File: src/rtl/axis_unpack_if.sv
// AXI-Stream bundle used on both sides of axis_unpack.
// tkeep exists only when AXIS_UNPACK_KEEP_EN is defined.
interface axis_unpack_if #(
    parameter int DW = 8,
    parameter int KW = 1
);
    logic [DW-1:0] tdata;
    logic          tvalid;
    logic          tlast;
    logic          tready;
`ifdef AXIS_UNPACK_KEEP_EN
    logic [KW-1:0] tkeep;
`endif

    modport master (
`ifdef AXIS_UNPACK_KEEP_EN
        output tkeep,
`endif
        output tdata, tvalid, tlast,
        input  tready
    );

    modport slave (
`ifdef AXIS_UNPACK_KEEP_EN
        input  tkeep,
`endif
        input  tdata, tvalid, tlast,
        output tready
    );
endinterface

File: src/rtl/axis_unpack.sv
// AXI-Stream width down-converter: DW_IN words in, DW_OUT beats out, LSB chunk first.
// Optional AXIS_UNPACK_KEEP_EN adds s.tkeep and skips chunks whose keep bit is clear.
module axis_unpack #(
    parameter int DW_IN  = 32,
    parameter int DW_OUT = 8
) (
    input  logic          clk,
    input  logic          reset_n,
    axis_unpack_if.slave  s,
    axis_unpack_if.master m
);
    localparam int RATIO = DW_IN / DW_OUT;
    localparam int CW    = (RATIO > 1) ? $clog2(RATIO) : 1;

    typedef enum logic {EMPTY, BUSY} state_t;

    state_t              state;
    logic [DW_IN-1:0]    shreg;
    logic [DW_OUT-1:0]   m_tdata_r;
    logic                m_tvalid_r;
    logic                m_tlast_r;
    logic                word_last;
    logic                s_rdy;

    logic                last_beat;
    logic                ld_valid;
    logic                ld_last;
    logic                adv_last;
    logic [DW_OUT-1:0]   ld_tdata;
    logic [DW_OUT-1:0]   adv_tdata;

`ifdef AXIS_UNPACK_KEEP_EN
    // rem holds the kept chunks still to be shown after the current beat
    logic [RATIO-1:0]    rem;
    logic [RATIO-1:0]    ld_rem;
    logic [RATIO-1:0]    adv_rem;
    logic [CW-1:0]       ld_idx;
    logic [CW-1:0]       adv_idx;

    function automatic logic [CW-1:0] lowest(input logic [RATIO-1:0] mask);
        lowest = '0;
        for (int i = RATIO - 1; i >= 0; i--)
            if (mask[i]) lowest = CW'(i);
    endfunction

    always_comb begin
        ld_idx    = lowest(s.tkeep);
        adv_idx   = lowest(rem);
        ld_rem    = s.tkeep & (s.tkeep - RATIO'(1));
        adv_rem   = rem & (rem - RATIO'(1));
        ld_tdata  = s.tdata[ld_idx*DW_OUT +: DW_OUT];
        adv_tdata = shreg[adv_idx*DW_OUT +: DW_OUT];
        ld_valid  = |s.tkeep;
        ld_last   = s.tlast & ~|ld_rem;
        adv_last  = word_last & ~|adv_rem;
        last_beat = ~|rem;
    end

    assign m.tkeep = '1;
`else
    logic [CW-1:0]       count;
    logic [DW_IN-1:0]    shift_nxt;

    always_comb begin
        shift_nxt = shreg >> DW_OUT;
        ld_tdata  = s.tdata[DW_OUT-1:0];
        adv_tdata = shift_nxt[DW_OUT-1:0];
        ld_valid  = 1'b1;
        ld_last   = s.tlast & (RATIO == 1);
        adv_last  = word_last & (count == CW'(1));
        last_beat = (count == '0);
    end
`endif

    // m.tready -> s.tready is the one deliberate combinational path (zero-bubble reload)
    assign s_rdy    = reset_n & ((state == EMPTY) | ((state == BUSY) & m.tready & last_beat));
    assign s.tready = s_rdy;
    assign m.tdata  = m_tdata_r;
    assign m.tvalid = m_tvalid_r;
    assign m.tlast  = m_tlast_r;

    always_ff @(posedge clk or negedge reset_n) begin
        if (!reset_n) begin
            state      <= EMPTY;
            shreg      <= '0;
            m_tdata_r  <= '0;
            m_tvalid_r <= 1'b0;
            m_tlast_r  <= 1'b0;
            word_last  <= 1'b0;
`ifdef AXIS_UNPACK_KEEP_EN
            rem        <= '0;
`else
            count      <= '0;
`endif
        end else if (s.tvalid && s_rdy) begin
            shreg      <= s.tdata;
            word_last  <= s.tlast;
            m_tdata_r  <= ld_tdata;
            m_tlast_r  <= ld_last;
            m_tvalid_r <= ld_valid;
            state      <= ld_valid ? BUSY : EMPTY;
`ifdef AXIS_UNPACK_KEEP_EN
            rem        <= ld_rem;
`else
            count      <= CW'(RATIO - 1);
`endif
        end else if (state == BUSY && m.tready) begin
            if (!last_beat) begin
                m_tdata_r <= adv_tdata;
                m_tlast_r <= adv_last;
`ifdef AXIS_UNPACK_KEEP_EN
                rem       <= adv_rem;
`else
                shreg     <= shift_nxt;
                count     <= count - CW'(1);
`endif
            end else begin
                m_tvalid_r <= 1'b0;
                m_tlast_r  <= 1'b0;
                state      <= EMPTY;
            end
        end
    end
endmodule

File: src/flat_wrapper.sv
// flat-port wrapper written by rule: the top's interface ports become plain ports
module axis_unpack_flat 
#(
    parameter int DW_IN  = 32,
    parameter int DW_OUT = 8
)
  (clk, reset_n, s_tdata, s_tvalid, s_tlast, s_tready, m_tdata, m_tvalid, m_tlast, m_tready);
  axis_unpack_if #(.DW(32), .KW(4)) s_i ();
  axis_unpack_if #(.DW(8), .KW(1)) m_i ();
  input  logic clk;
  input  logic reset_n;
  input wire logic [$bits(s_i.tdata)-1:0] s_tdata;
  input wire logic [$bits(s_i.tvalid)-1:0] s_tvalid;
  input wire logic [$bits(s_i.tlast)-1:0] s_tlast;
  output wire logic [$bits(s_i.tready)-1:0] s_tready;
  output wire logic [$bits(m_i.tdata)-1:0] m_tdata;
  output wire logic [$bits(m_i.tvalid)-1:0] m_tvalid;
  output wire logic [$bits(m_i.tlast)-1:0] m_tlast;
  input wire logic [$bits(m_i.tready)-1:0] m_tready;
  assign s_i.tdata = s_tdata;
  assign s_i.tvalid = s_tvalid;
  assign s_i.tlast = s_tlast;
  assign s_tready = s_i.tready;
  assign m_tdata = m_i.tdata;
  assign m_tvalid = m_i.tvalid;
  assign m_tlast = m_i.tlast;
  assign m_i.tready = m_tready;
  axis_unpack #(.DW_IN(DW_IN), .DW_OUT(DW_OUT)) u_core (.clk(clk), .reset_n(reset_n), .s(s_i), .m(m_i));
endmodule
File: config.mk
export PLATFORM = sky130hd
export DESIGN_NAME = axis_unpack_flat
export DESIGN_NICKNAME = d
export VERILOG_FILES = /design/src/rtl/axis_unpack_if.sv /design/src/rtl/axis_unpack.sv /design/src/flat_wrapper.sv
export SDC_FILE = /design/constraint.sdc
export NUM_CORES = 1
export LEC_CHECK = 0
export ABC_CLOCK_PERIOD_IN_PS = 2600
export BUFFER_PORTS_ARGS = -buffer_cell sky130_fd_sc_hd__buf_2
export CAP_MARGIN = 20
export CORE_AREA = 8 8 80 82
export CTS_CLUSTER_SIZE = 40
export DETAILED_ROUTE_END_ITERATION = 10
export DIE_AREA = 0 0 88 90
export GPL_ROUTABILITY_DRIVEN = 0
export GPL_TIMING_DRIVEN = 0
export PLACE_DENSITY_LB_ADDON = 0.25
export SLEW_MARGIN = 25
export SYNTH_ARGS = -nofsm -noshare
export SYNTH_HDL_FRONTEND = slang
export SYNTH_SLANG_ARGS = --single-unit
File: constraint.sdc
create_clock -name clk -period 2.6 [get_ports clk]
set_clock_uncertainty 0.2 [all_clocks]
set_input_delay 0.52 -clock clk [delete_from_list [all_inputs] [get_ports clk]]
set_output_delay 0.52 -clock clk [all_outputs]
set_load 0.01 [all_outputs]
* Word-level counts from Yosys, hierarchy flattened *
Cells that the tools add are included.

storage, ports and cells
  register bits after elaboration = 45
  bits of input ports = 37
  output and inout port bits = 11
  word-level logic and storage cells = 37

cells by class
  $add $sub $neg = 1
  equal/unequal tests = 2
  mux-type cells = 15
  bitwise operators = 6
  reduce and logical (&&, ||, !) cells = 7

operators with widths
  kind                                                                    count
  32-bit 2-to-1 mux                                                       3
  8-bit 2-to-1 mux                                                        3
  1-bit 2-to-1 mux                                                        6
  2-bit 2-to-1 mux                                                        3
  1-bit AND                                                               4
  2-bit AND reduction                                                     2
  2-bit nonzero test                                                      2
  2-bit by 1-bit equality test with 1-bit output (second input constant)  1
  1-bit logical AND                                                       2
  2-bit zero test                                                         1
  2-bit != test (second input constant)                                   1
  2-bit by 1-bit subtractor with 2-bit output (second input constant)     1
  1-bit NOT                                                               1
  1-bit OR                                                                1

* Longest topological paths before layout *
Gate-level depths: netlist of run 1.

  depth after elaboration = 7
  gate-level depth with buffers = 8
  gate-level depth less buffers = 5

* Worst setup path after synthesis of run 1 *
OpenSTA, ideal clock, no wires.

  path type = register to register
  from = register u_core.count[0]
  to = register u_core.shreg[10]
  setup time = 125 ps
  arrival time = 1,557 ps
  required time = 2,275 ps
  setup slack = 718 ps
  cell stages (with the launch flop) = 8
  buffers on the path = 2
  period minus slack after synthesis = 1,882 ps
  cells stage by stage = dfrtp_1 > inv_1 > ha_1 > nand3b_1 > buf_6 > buf_12 > mux2_4 > mux2_4

between the ends
  word-level cells in the longest chain between the ends = 7
  elaborated cells on any way between the ends = 9
  those cells by class = eq/ne: 1; mux: 1; bitwise: 3; reduce/logical: 4

RTL lines
  element                                                               line                text
  start, declared                                                       axis_unpack.sv:61   logic [CW-1:0] count;
  start signal, assigned                                                axis_unpack.sv:105  count <= CW'(RATIO - 1);
  start signal, assigned                                                axis_unpack.sv:115  count <= count - CW'(1);
  2-bit zero test *                                                     axis_unpack.sv:71   last_beat = (count == '0);
  1-bit AND                                                             axis_unpack.sv:76   assign s_rdy = reset_n & ((state == EMPTY) | ((state == BUSY) & m.tready & last_beat));
  1-bit OR                                                              axis_unpack.sv:76
  1-bit AND                                                             axis_unpack.sv:76
  1-bit logical AND                                                     axis_unpack.sv:95   end else if (s.tvalid && s_rdy) begin
  2-bit != test (no line) / 2-bit nonzero test (equally long branches)  --
  2-bit AND reduction (no line)                                         --
  end signal, assigned                                                  axis_unpack.sv:96   shreg <= s.tdata;
  end signal, assigned                                                  axis_unpack.sv:114  shreg <= shift_nxt;
  end, declared                                                         axis_unpack.sv:18   logic [DW_IN-1:0] shreg;

Every way passes the cells marked *; elsewhere a longest branch is shown, timed or not.
A chain may end at the register's enable or synchronous reset.

* Worst setup path after layout of run 1 *
  from = register u_core.count[0]
  to = output s_tready

between the ends
  word-level cells in the longest chain between the ends = 4

RTL lines
  element          line                text
  2-bit zero test  axis_unpack.sv:71
  1-bit AND        axis_unpack.sv:76
  1-bit OR         axis_unpack.sv:76
  1-bit AND        axis_unpack.sv:76
  end, declared    flat_wrapper.sv:15  output wire logic [$bits(s_i.tready)-1:0] s_tready;

Every way passes these cells.

==> results of run 1 <==
==> repair_timing <==
| action | in CTS | in global routing |
|---|---|---|
| endpoints found under the hold margin | 0 | 0 |
| endpoints found under the setup margin | 0 | 5 |
| resized for setup | 0 | 1 |
==> final cells by class <==
type	count	share of cell area (%)
tap	72	3.685
timing repair buffer	47	9.724
sequential	37	37.87
clock inverter	2	1.535
buffer	15	5.527
multi-input combinational	80	36.75
inverter	10	1.535
clock buffer	6	3.378
==> stage by stage <==
step                      setup slack (ns)  area (um2)  hold WS (ns)  instances
after floorplan                     0.7179        1997       0.02441        142
final                               0.4586        2445       0.01917        269
after global routing                0.3487        2445       0.06567        269
after global placement             -0.1748        2322        0.2926        261
after detailed placement           -0.1626        2322        0.2990        261
after CTS                           0.1476        2442        0.1611        269
==> flip-flops by register name, indices dropped and copies added (netlist names) <==
register / cells
u_core.count: 2
u_core.m.tdata: 7
u_core.m.tlast: 1
u_core.shreg: 25
u_core.state: 1
u_core.word_last: 1
==> metal layers <==
layer,wire length (um),up-vias
met5,0,-
li1,-,582
met3,311,5
met2,1874,27
met1,1678,569
met4,51,0
==> synth_stat cells <==
| cell | instances |
|---|---|
| sky130_fd_sc_hd__mux2_4 | 34 |
| sky130_fd_sc_hd__buf_6 | 2 |
| sky130_fd_sc_hd__xnor2_1 | 1 |
| sky130_fd_sc_hd__inv_1 | 10 |
| sky130_fd_sc_hd__buf_8 | 1 |
| sky130_fd_sc_hd__buf_2 | 2 |
| sky130_fd_sc_hd__buf_4 | 9 |
| sky130_fd_sc_hd__nor2_1 | 1 |
| sky130_fd_sc_hd__nand3_2 | 1 |
| sky130_fd_sc_hd__mux2i_1 | 8 |
| sky130_fd_sc_hd__o21a_1 | 1 |
| sky130_fd_sc_hd__nand2_1 | 12 |
| sky130_fd_sc_hd__ha_1 | 2 |
| sky130_fd_sc_hd__buf_12 | 1 |
| sky130_fd_sc_hd__dfrtp_1 | 37 |
| sky130_fd_sc_hd__o211ai_1 | 1 |
| sky130_fd_sc_hd__a21boi_0 | 1 |
| sky130_fd_sc_hd__mux2_2 | 15 |
| sky130_fd_sc_hd__a21bo_2 | 1 |
| sky130_fd_sc_hd__and2_1 | 1 |
| sky130_fd_sc_hd__nand3b_1 | 1 |
==> power by group <==
group | internal [uW] | leakage, uW | total [uW] | switching [uW]
combinational | 863 | 0.000839 | 1300 | 439
sequential | 846 | 0.000463 | 985 | 139
clock | 312 | 0.0000574 | 523 | 211
total | 2020 | 0.00136 | 2810 | 789
==> worst max path at each step <==
| stage | from | end | depth (start not counted) |
|---|---|---|---|
| 2_1_floorplan | u_core.count[0]$_DFFE_PN0P_ | u_core.shreg[10]$_DFFE_PN0P_ | 7 |
| 6_report | u_core.count[0]$_DFFE_PN0P_ | s_tready | 5 |
| 3_5_place_dp | reset_n | u_core.m.tdata[2]$_DFFE_PN0P_ | 4 |
| 4_1_cts | reset_n | u_core.shreg[20]$_DFFE_PN0P_ | 4 |
| 3_3_place_gp | reset_n | u_core.m.tdata[2]$_DFFE_PN0P_ | 4 |
| 5_1_grt | u_core.count[0]$_DFFE_PN0P_ | s_tready | 5 |
==> kinds of logic (layout without fill, tap and decap cells) <==
family / count (synthesis) / count (layout) / share of synthesized area (%)
fa+ha+maj: 2 / 2 / 1.253
flops: 37 / 37 / 46.37
xor+xnor: 1 / 1 / 0.4387
buf+inv: 25 / 80 / 8.646
mux: 57 / 57 / 38.03
compound gates: 4 / 4 / 1.630
simple gates: 16 / 16 / 3.634
==> load_flow_metrics.sql, run 1 <==
INSERT INTO impl_metrics (metric_group, metric, value, unit) VALUES
('critical_path', 'timing.critical_path.buf_inv', '2', ''),
('detailed_routing', 'detail_route.vias_per_cell', '4.398', ''),
('logic_synthesis', 'synthDistinctLibCells', '21', ''),
('logic_synthesis', 'synth-seq-cells', '37', ''),
('logic_synthesis', 'yosys-top-cells-area', 'sky130_fd_sc_hd__dfrtp_1 46%, sky130_fd_sc_hd__mux2_4 26%, sky130_fd_sc_hd__mux2_2 8.5%, sky130_fd_sc_hd__mux2i_1 4.0%, sky130_fd_sc_hd__buf_4 3.4%', ''),
('detailed_routing', 'ant_nets', '0', ''),
('critical_path', 'cp-start-kind', 'flip-flop', ''),
('global_route', 'first_global_vias', '1334', ''),
('floorplan', 'fp.coreArea', '5236', 'um2'),
('timing', 'max_slew.worst_pin.slew', '0.5361', 'ns'),
('timing', 'slew_violations', '0', ''),
('clock_network', 'cts_max_path_buffers', '2', ''),
('power', 'power.ir.vdd_worst', '0.4000', 'mV'),
('global_route', 'use_met2', '16.32', '%'),
('final_layout', 'final_cell_mix', '48 x sky130_fd_sc_hd__buf_2, 37 x sky130_fd_sc_hd__dfrtp_1, 34 x sky130_fd_sc_hd__mux2_4', ''),
('global_route', 'total_routing_usage_gr', '10.62', '%'),
('clock_network', 'root_buffer', 'sky130_fd_sc_hd__clkbuf_8', ''),
('detailed_routing', 'number_of_drc_violations_after_detailed_routing', '0', ''),
('power', 'total_power', '2811', 'uW'),
('logic_synthesis', 'synth_cells', '142', ''),
('place', 'place_hpwl', '2840', 'um'),
('critical_path', 'ff2ff_setup_slack', '0.54', 'ns'),
('critical_path', 'crit_slowest_cell', 'sky130_fd_sc_hd__dfrtp_1', ''),
('final_layout', 'nets_final', '235', ''),
('global_route', 'grt_max_degree', '40', ''),
('clock_network', 'cts_post_setup_buffers_inserted', '0', ''),
('critical_path', 'worstPathArrival', '1.42', 'ns'),
('critical_path', 'worstPathMaxFanout', '3', ''),
('logic_synthesis', 'synth-seq-area-share', '46.37', '%'),
('final_layout', 'n_fill_cell', '504', ''),
('flow_run', 'maxCapViolations', '0', ''),
('final_layout', 'drive_above_1_share', '61.42', '%'),
('clock_network', 'tritoncts.num_buffers', '5', ''),
('detailed_routing', 'totalWireLength', '3915', 'um'),
('final_layout', 'layout_commonest_cell', 'sky130_fd_sc_hd__buf_2', ''),
('logic_synthesis', 'post_syn_nets', '181', ''),
('logic_synthesis', 'synthesis.yosys.warnings', '0', ''),
('clock_network', 'tritoncts_num_sinks', '37', ''),
('clock_network', 'cts_max_level', '2', ''),
('global_route', 'grt-ovfl-total', '0', ''),
('final_layout', 'ff_latch_area', '925.9', 'um2'),
('logic_synthesis', 'syn-mean-instance-area', '14.06', 'um2'),
('timing', 'period_share', '82.36', '%'),
('clock_network', 'tritoncts', 'yes', ''),
('final_layout', 'num_antenna_cells', '0', ''),
('global_route', 'globalRouteMet3Util', '4.641', '%'),
('critical_path', 'critical_path.max_stage_delay', '0.35', 'ns'),
('critical_path', 'critPathCaptureType', 'primary output', ''),
('detailed_routing', 'first_pass_iters', '4', ''),
('detailed_routing', 'detailroute.via_count', '1183', ''),
('floorplan', 'die-width', '88', 'um'),
('worst_hold_path', 'hold_class', 'input pin to asynchronous set/reset pin', ''),
('critical_path', 'beginning_of_the_worst_register_to_register_path', 'u_core.count[0]$_DFFE_PN0P_', ''),
('logic_synthesis', 'syn_area', '1997', 'um2'),
('logic_synthesis', 'synth_top_area_cell', 'sky130_fd_sc_hd__dfrtp_1', ''),
('timing', 'timing.final.crit_period', '2.141', 'ns'),
('floorplan', 'boundaryPins', '48', ''),
('critical_path', 'rr_worst_depth', '6', ''),
('final_layout', 'utilization', '46.69', '%'),
('final_layout', 'syn2layout_area_growth', '22.43', '%'),
('floorplan', 'placementRows', '27', ''),
('global_route', 'global_route.peak_usage_layer', 'met2', ''),
('power', 'leakagePower', '0.001359', 'uW'),
('timing', 'finalSetupViolations', '0', ''),
('power', 'pwr_density_cell', '1150', 'nW/um2'),
('global_route', 'antenna_found_initial', '0', ''),
('timing', 'timing.fmax', '467.0', 'MHz'),
('status', 'run_status', 'finished clean', ''),
('critical_path', 'timing.critical_path.required', '1.88', 'ns'),
('detailed_routing', 'drt_first_iter_violations', '40', ''),
('global_route', 'grt_pass1_wl', '6423', 'um');
No activity file was read; power rests on OpenSTA's default activity.
==> inputs of run 2 (changes only) <==
Settings changed: ABC_AREA from default to 1, ABC_CLOCK_PERIOD_IN_PS 2600 to 1800, CORE_AREA 8 8 80 82 to 8 8 81 83, DIE_AREA 0 0 88 90 to 0 0 89 91.
Clock period 2.6 ns to 1.8 ns, I/O delays scaled along.
==> run 2 against run 1 <==
  * Sequential share of layout area fell by 2.8 points
  * Critical path type unchanged
  * Routed wire length rose by 41%
  * Via count rose by 65%
  * Flip-flop and latch count did not move
  * Die area rose by 2.3%
  * Worst hold slack improved by 0.080 ns
  * Highest routed layer unchanged
  * The flow now finishes with violations (setup timing)
  * Non-clock buffer count rose by 23
  * Critical endpoint unchanged
  * Clock-buffer cell count rose by 1
==> load_flow_metrics.sql, run 2 <==
INSERT INTO impl_metrics (metric_group, metric, value, unit) VALUES
('floorplan', 'boundaryPins', '48', ''),
('clock_network', 'insertion_delay', '0.29', 'ns'),
('final_layout', 'n_fill_cell', '572', ''),
('floorplan', 'placementRows', '27', ''),
('global_route', 'total_routing_usage_gr', '14.78', '%'),
('global_route', 'met1_usage', '18.67', '%'),
('status', 'run_status', 'finished, violations left', ''),
('power', 'clock_power_share', '15.4', '%'),
('power', 'leakagePower', '0.001540', 'uW'),
('power', 'total_power', '3878', 'uW'),
('clock_network', 'tritoncts_num_sinks', '37', ''),
('power', 'netSwitchingPower', '1517', 'uW'),
('clock_network', 'cts_max_level', '2', ''),
('timing', 'timing.final.crit_period', '1.901', 'ns'),
('clock_network', 'root_buffer', 'sky130_fd_sc_hd__clkbuf_8', ''),
('floorplan', 'die-area', '8099', 'um2'),
('final_layout', 'largest_register_ff_count', '25', ''),
('timing', 'max_slew.worst_pin.slew', '0.4949', 'ns'),
('detailed_routing', 'drt_first_iter_violations', '78', ''),
('place', 'io_buffer_count', '46', ''),
('clock_network', 'tritoncts.num_buffers', '5', ''),
('clock_network', 'tritoncts', 'yes', ''),
('critical_path', 'timing.critical_path.required', '1.24', 'ns'),
('logic_synthesis', 'synthesis.yosys.warnings', '0', ''),
('clock_network', 'cts_max_path_buffers', '2', ''),
('logic_synthesis', 'yosys-top-cells-area', 'sky130_fd_sc_hd__dfrtp_1 45%, sky130_fd_sc_hd__nand2_1 21%, sky130_fd_sc_hd__nand3_1 10%, sky130_fd_sc_hd__nand4_1 7.3%, sky130_fd_sc_hd__inv_1 4.9%', ''),
('final_layout', 'final_cell_mix', '114 x sky130_fd_sc_hd__nand2_1, 51 x sky130_fd_sc_hd__buf_2, 43 x sky130_fd_sc_hd__nand3_1', ''),
('detailed_routing', 'ant_nets', '0', ''),
('global_route', 'grt_max_degree', '38', ''),
('clock_network', 'cts.clk_slew.worst_paths', '0.07', 'ns'),
('final_layout', 'num_antenna_cells', '0', ''),
('logic_synthesis', 'synth_cells', '282', ''),
('floorplan', 'initial_core_util', '38.63', '%'),
('power', 'power.combinational.fraction', '46.9', '%'),
('power', 'internal_power', '2361', 'uW'),
('logic_synthesis', 'synthDistinctLibCells', '15', ''),
('final_layout', 'layout_commonest_cell', 'sky130_fd_sc_hd__nand2_1', ''),
('final_layout', 'layout.cell_area.non_filler', '2638', 'um2'),
('global_route', 'global_route.peak_usage_layer', 'met2', ''),
('timing', 'timing.fmax', '526.1', 'MHz'),
('worst_hold_path', 'hold_class', 'input pin to flip-flop', ''),
('logic_synthesis', 'syn-mean-instance-area', '7.312', 'um2'),
('critical_path', 'critical_path.max_stage_delay', '0.39', 'ns'),
('critical_path', 'crit_chain', 'inv_2, ha_4, nand2_4, a21boi_4, buf_6', ''),
('place', 'place_hpwl', '3795', 'um'),
('detailed_routing', 'detail_route.vias_per_cell', '4.665', ''),
('floorplan', 'dieHeight', '91', 'um'),
('logic_synthesis', 'synth_top_area_cell', 'sky130_fd_sc_hd__dfrtp_1', ''),
('logic_synthesis', 'synth-seq-area-share', '44.90', '%'),
('logic_synthesis', 'synth.most_common_cell', 'sky130_fd_sc_hd__nand2_1', ''),
('critical_path', 'cp-start-kind', 'flip-flop', ''),
('logic_synthesis', 'syn_area', '2062', 'um2'),
('timing', 'relSlewSlack', '67.01', '%'),
('logic_synthesis', 'post_syn_nets', '321', ''),
('global_route', 'use_met2', '23.87', '%'),
('logic_synthesis', 'synth-edff-count', '0', ''),
('timing', 'hold_vio_cnt_final', '0', ''),
('detailed_routing', 'detailroute.via_count', '1950', ''),
('power', 'part_of_the_power_in_registers', '37.7', '%'),
('detailed_routing', 'number_of_drc_violations_after_detailed_routing', '0', ''),
('final_layout', 'top_register', 'u_core.shreg', ''),
('status', 'violations', 'setup timing', ''),
('critical_path', 'critPathCaptureType', 'primary output', ''),
('critical_path', 'ff2ff_setup_slack', '0', 'ns'),
('detailed_routing', 'wire_per_inst', '13.23', 'um'),
('flow_run', 'maxCapViolations', '0', ''),
('floorplan', 'fp.coreArea', '5338', 'um2'),
('floorplan', 'die-width', '89', 'um'),
('final_layout', 'nets_final', '385', ''),
('place', 'numPlacedInstances', '400', ''),
('critical_path', 'crit_slowest_cell', 'sky130_fd_sc_hd__dfrtp_1', ''),
('timing', 'period_share', '105.6', '%'),
('final_layout', 'drive_above_1_share', '26.88', '%'),
('detailed_routing', 'first_pass_iters', '4', ''),
('logic_synthesis', 'synth_async_sr_flop_share', '100.0', '%'),
('timing', 'rsz0062_at_grt', 'true', ''),
('logic_synthesis', 'ys_dominant_reg_cell', 'sky130_fd_sc_hd__dfrtp_1', ''),
('global_route', 'first_global_vias', '2006', ''),
('logic_synthesis', 'synth-seq-cells', '37', ''),
('final_layout', 'syn2layout_area_growth', '27.91', '%'),
('critical_path', 'critPathKind', 'flip-flop to primary output', ''),
('power', 'power.ir.vdd_worst', '0.4694', 'mV'),
('global_route', 'grt_pass1_wl', '9418', 'um'),
('detailed_routing', 'totalWireLength', '5532', 'um'),
('power', 'pwr_density_cell', '1470', 'nW/um2'),
('global_route', 'globalRouteMet3Util', '2.973', '%'),
('timing', 'finalSetupViolations', '3', ''),
('timing', 'timing.final.ws_setup', '-0.1007', 'ns'),
('power', 'p_sw_share', '39.13', '%'),
('logic_synthesis', 'post_synth_most_frequent_cells', '115 x sky130_fd_sc_hd__nand2_1, 43 x sky130_fd_sc_hd__nand3_1, 37 x sky130_fd_sc_hd__dfrtp_1', ''),
('critical_path', 'worstPathArrival', '1.34', 'ns'),
('place', 'place_area', '2382', 'um2'),
('critical_path', 'worstPathMaxFanout', '4', ''),
('logic_synthesis', 'netlist.area_leader.share', '44.90', '%'),
('final_layout', 'final_cell_count_no_fill', '418', ''),
('timing', 'slew_violations', '0', ''),
('global_route', 'grt-ovfl-total', '0', ''),
('global_route', 'antenna_found_initial', '0', '');
## run 2: path summary, 6_finish.rpt
check                                        startpoint                             to  cells past startpoint
min                                         s_tdata[28]   u_core.shreg[28]$_DFFE_PN0P_                      3
max reg2reg                 u_core.count[0]$_DFFE_PN0P_   u_core.shreg[20]$_DFFE_PN0P_                      9
min reg2reg                u_core.shreg[30]$_DFFE_PN0P_   u_core.shreg[30]$_DFFE_PN0P_                      2
min in group asynchronous                       reset_n  u_core.m.tdata[3]$_DFFE_PN0P_                      3
max                         u_core.count[0]$_DFFE_PN0P_                       s_tready                      5
max in group asynchronous                       reset_n   u_core.shreg[24]$_DFFE_PN0P_                      3
## run 2: power groups by stage
stage / clock [uW] / combinational [uW] / sequential, uW
after global placement: 0 / 1570 / 1460
after floorplan: 0 / 1170 / 1420
after detailed placement: 0 / 1590 / 1470
final: 596 / 1820 / 1460
after CTS: 612 / 1740 / 1460
after global routing: 652 / 2080 / 1510
## run 2: metal layers
| layer | vias up | part of all wire (%) |
|---|---|---|
| li1 | 1022 | - |
| met1 | 875 | 47 |
| met2 | 44 | 46 |
| met3 | 9 | 4.8 |
| met4 | 0 | 1.5 |
| met5 | - | 0 |
## run 2: worst max-delay path: cells and delay by family (launching register included)
| family | cells | cell delay, ns |
|---|---|---|
| buffers and inverters | 2 | 0.23 |
| AND/OR/NAND/NOR | 1 | 0.05 |
| adder cells (fa/ha/maj) | 1 | 0.16 |
| AO/OA/AOI/OAI | 1 | 0.22 |
| flip-flops | 1 | 0.39 |
## run 2: kinds of logic (layout without fill, tap and decap cells)
logic type	after synthesis	in the layout	synth area share (%)
and+or+nand+nor	186	186	40.35
buffers and inverters	55	119	12.62
AOI/OAI and AO/OA	2	2	0.9103
DFF	37	37	44.90
adders and majority gates	2	2	1.213
## run 2: area by class of cell
type | count | area (um2) | share of cell area [%]
sequential | 37 | 925.9 | 35.10
tap | 72 | 90.09 | 3.416
timing repair buffer | 57 | 349.1 | 13.24
inverter | 27 | 101.3 | 3.842
multi-input combinational | 190 | 910.9 | 34.54
buffer | 28 | 173.9 | 6.594
clock buffer | 7 | 86.33 | 3.273
## run 2: through the flow
stage / TNS, ns / setup WS [ns] / hold slack, ns / utilization (%)
2_1_floorplan: 0 / 0.1373 / -0.1356 / -
3_3_place_gp: -20.44 / -0.8233 / 0.2788 / 44.63
3_5_place_dp: -21.11 / -0.8353 / 0.2915 / 44.63
4_1_cts: -0.1324 / -0.1324 / 0.09202 / 48.50
5_1_grt: -2.958 / -0.1578 / 0.1101 / 49.41
6_report: -0.1072 / -0.1007 / 0.09944 / 49.41
## run 2: what timing repair did
item,4_1_cts,5_1_grt
endpoints found under the hold margin,37,0
pin swaps,2,2
hold buffers,2,0
resized for setup,12,10
endpoints found under the setup margin,38,37
setup buffers,6,3
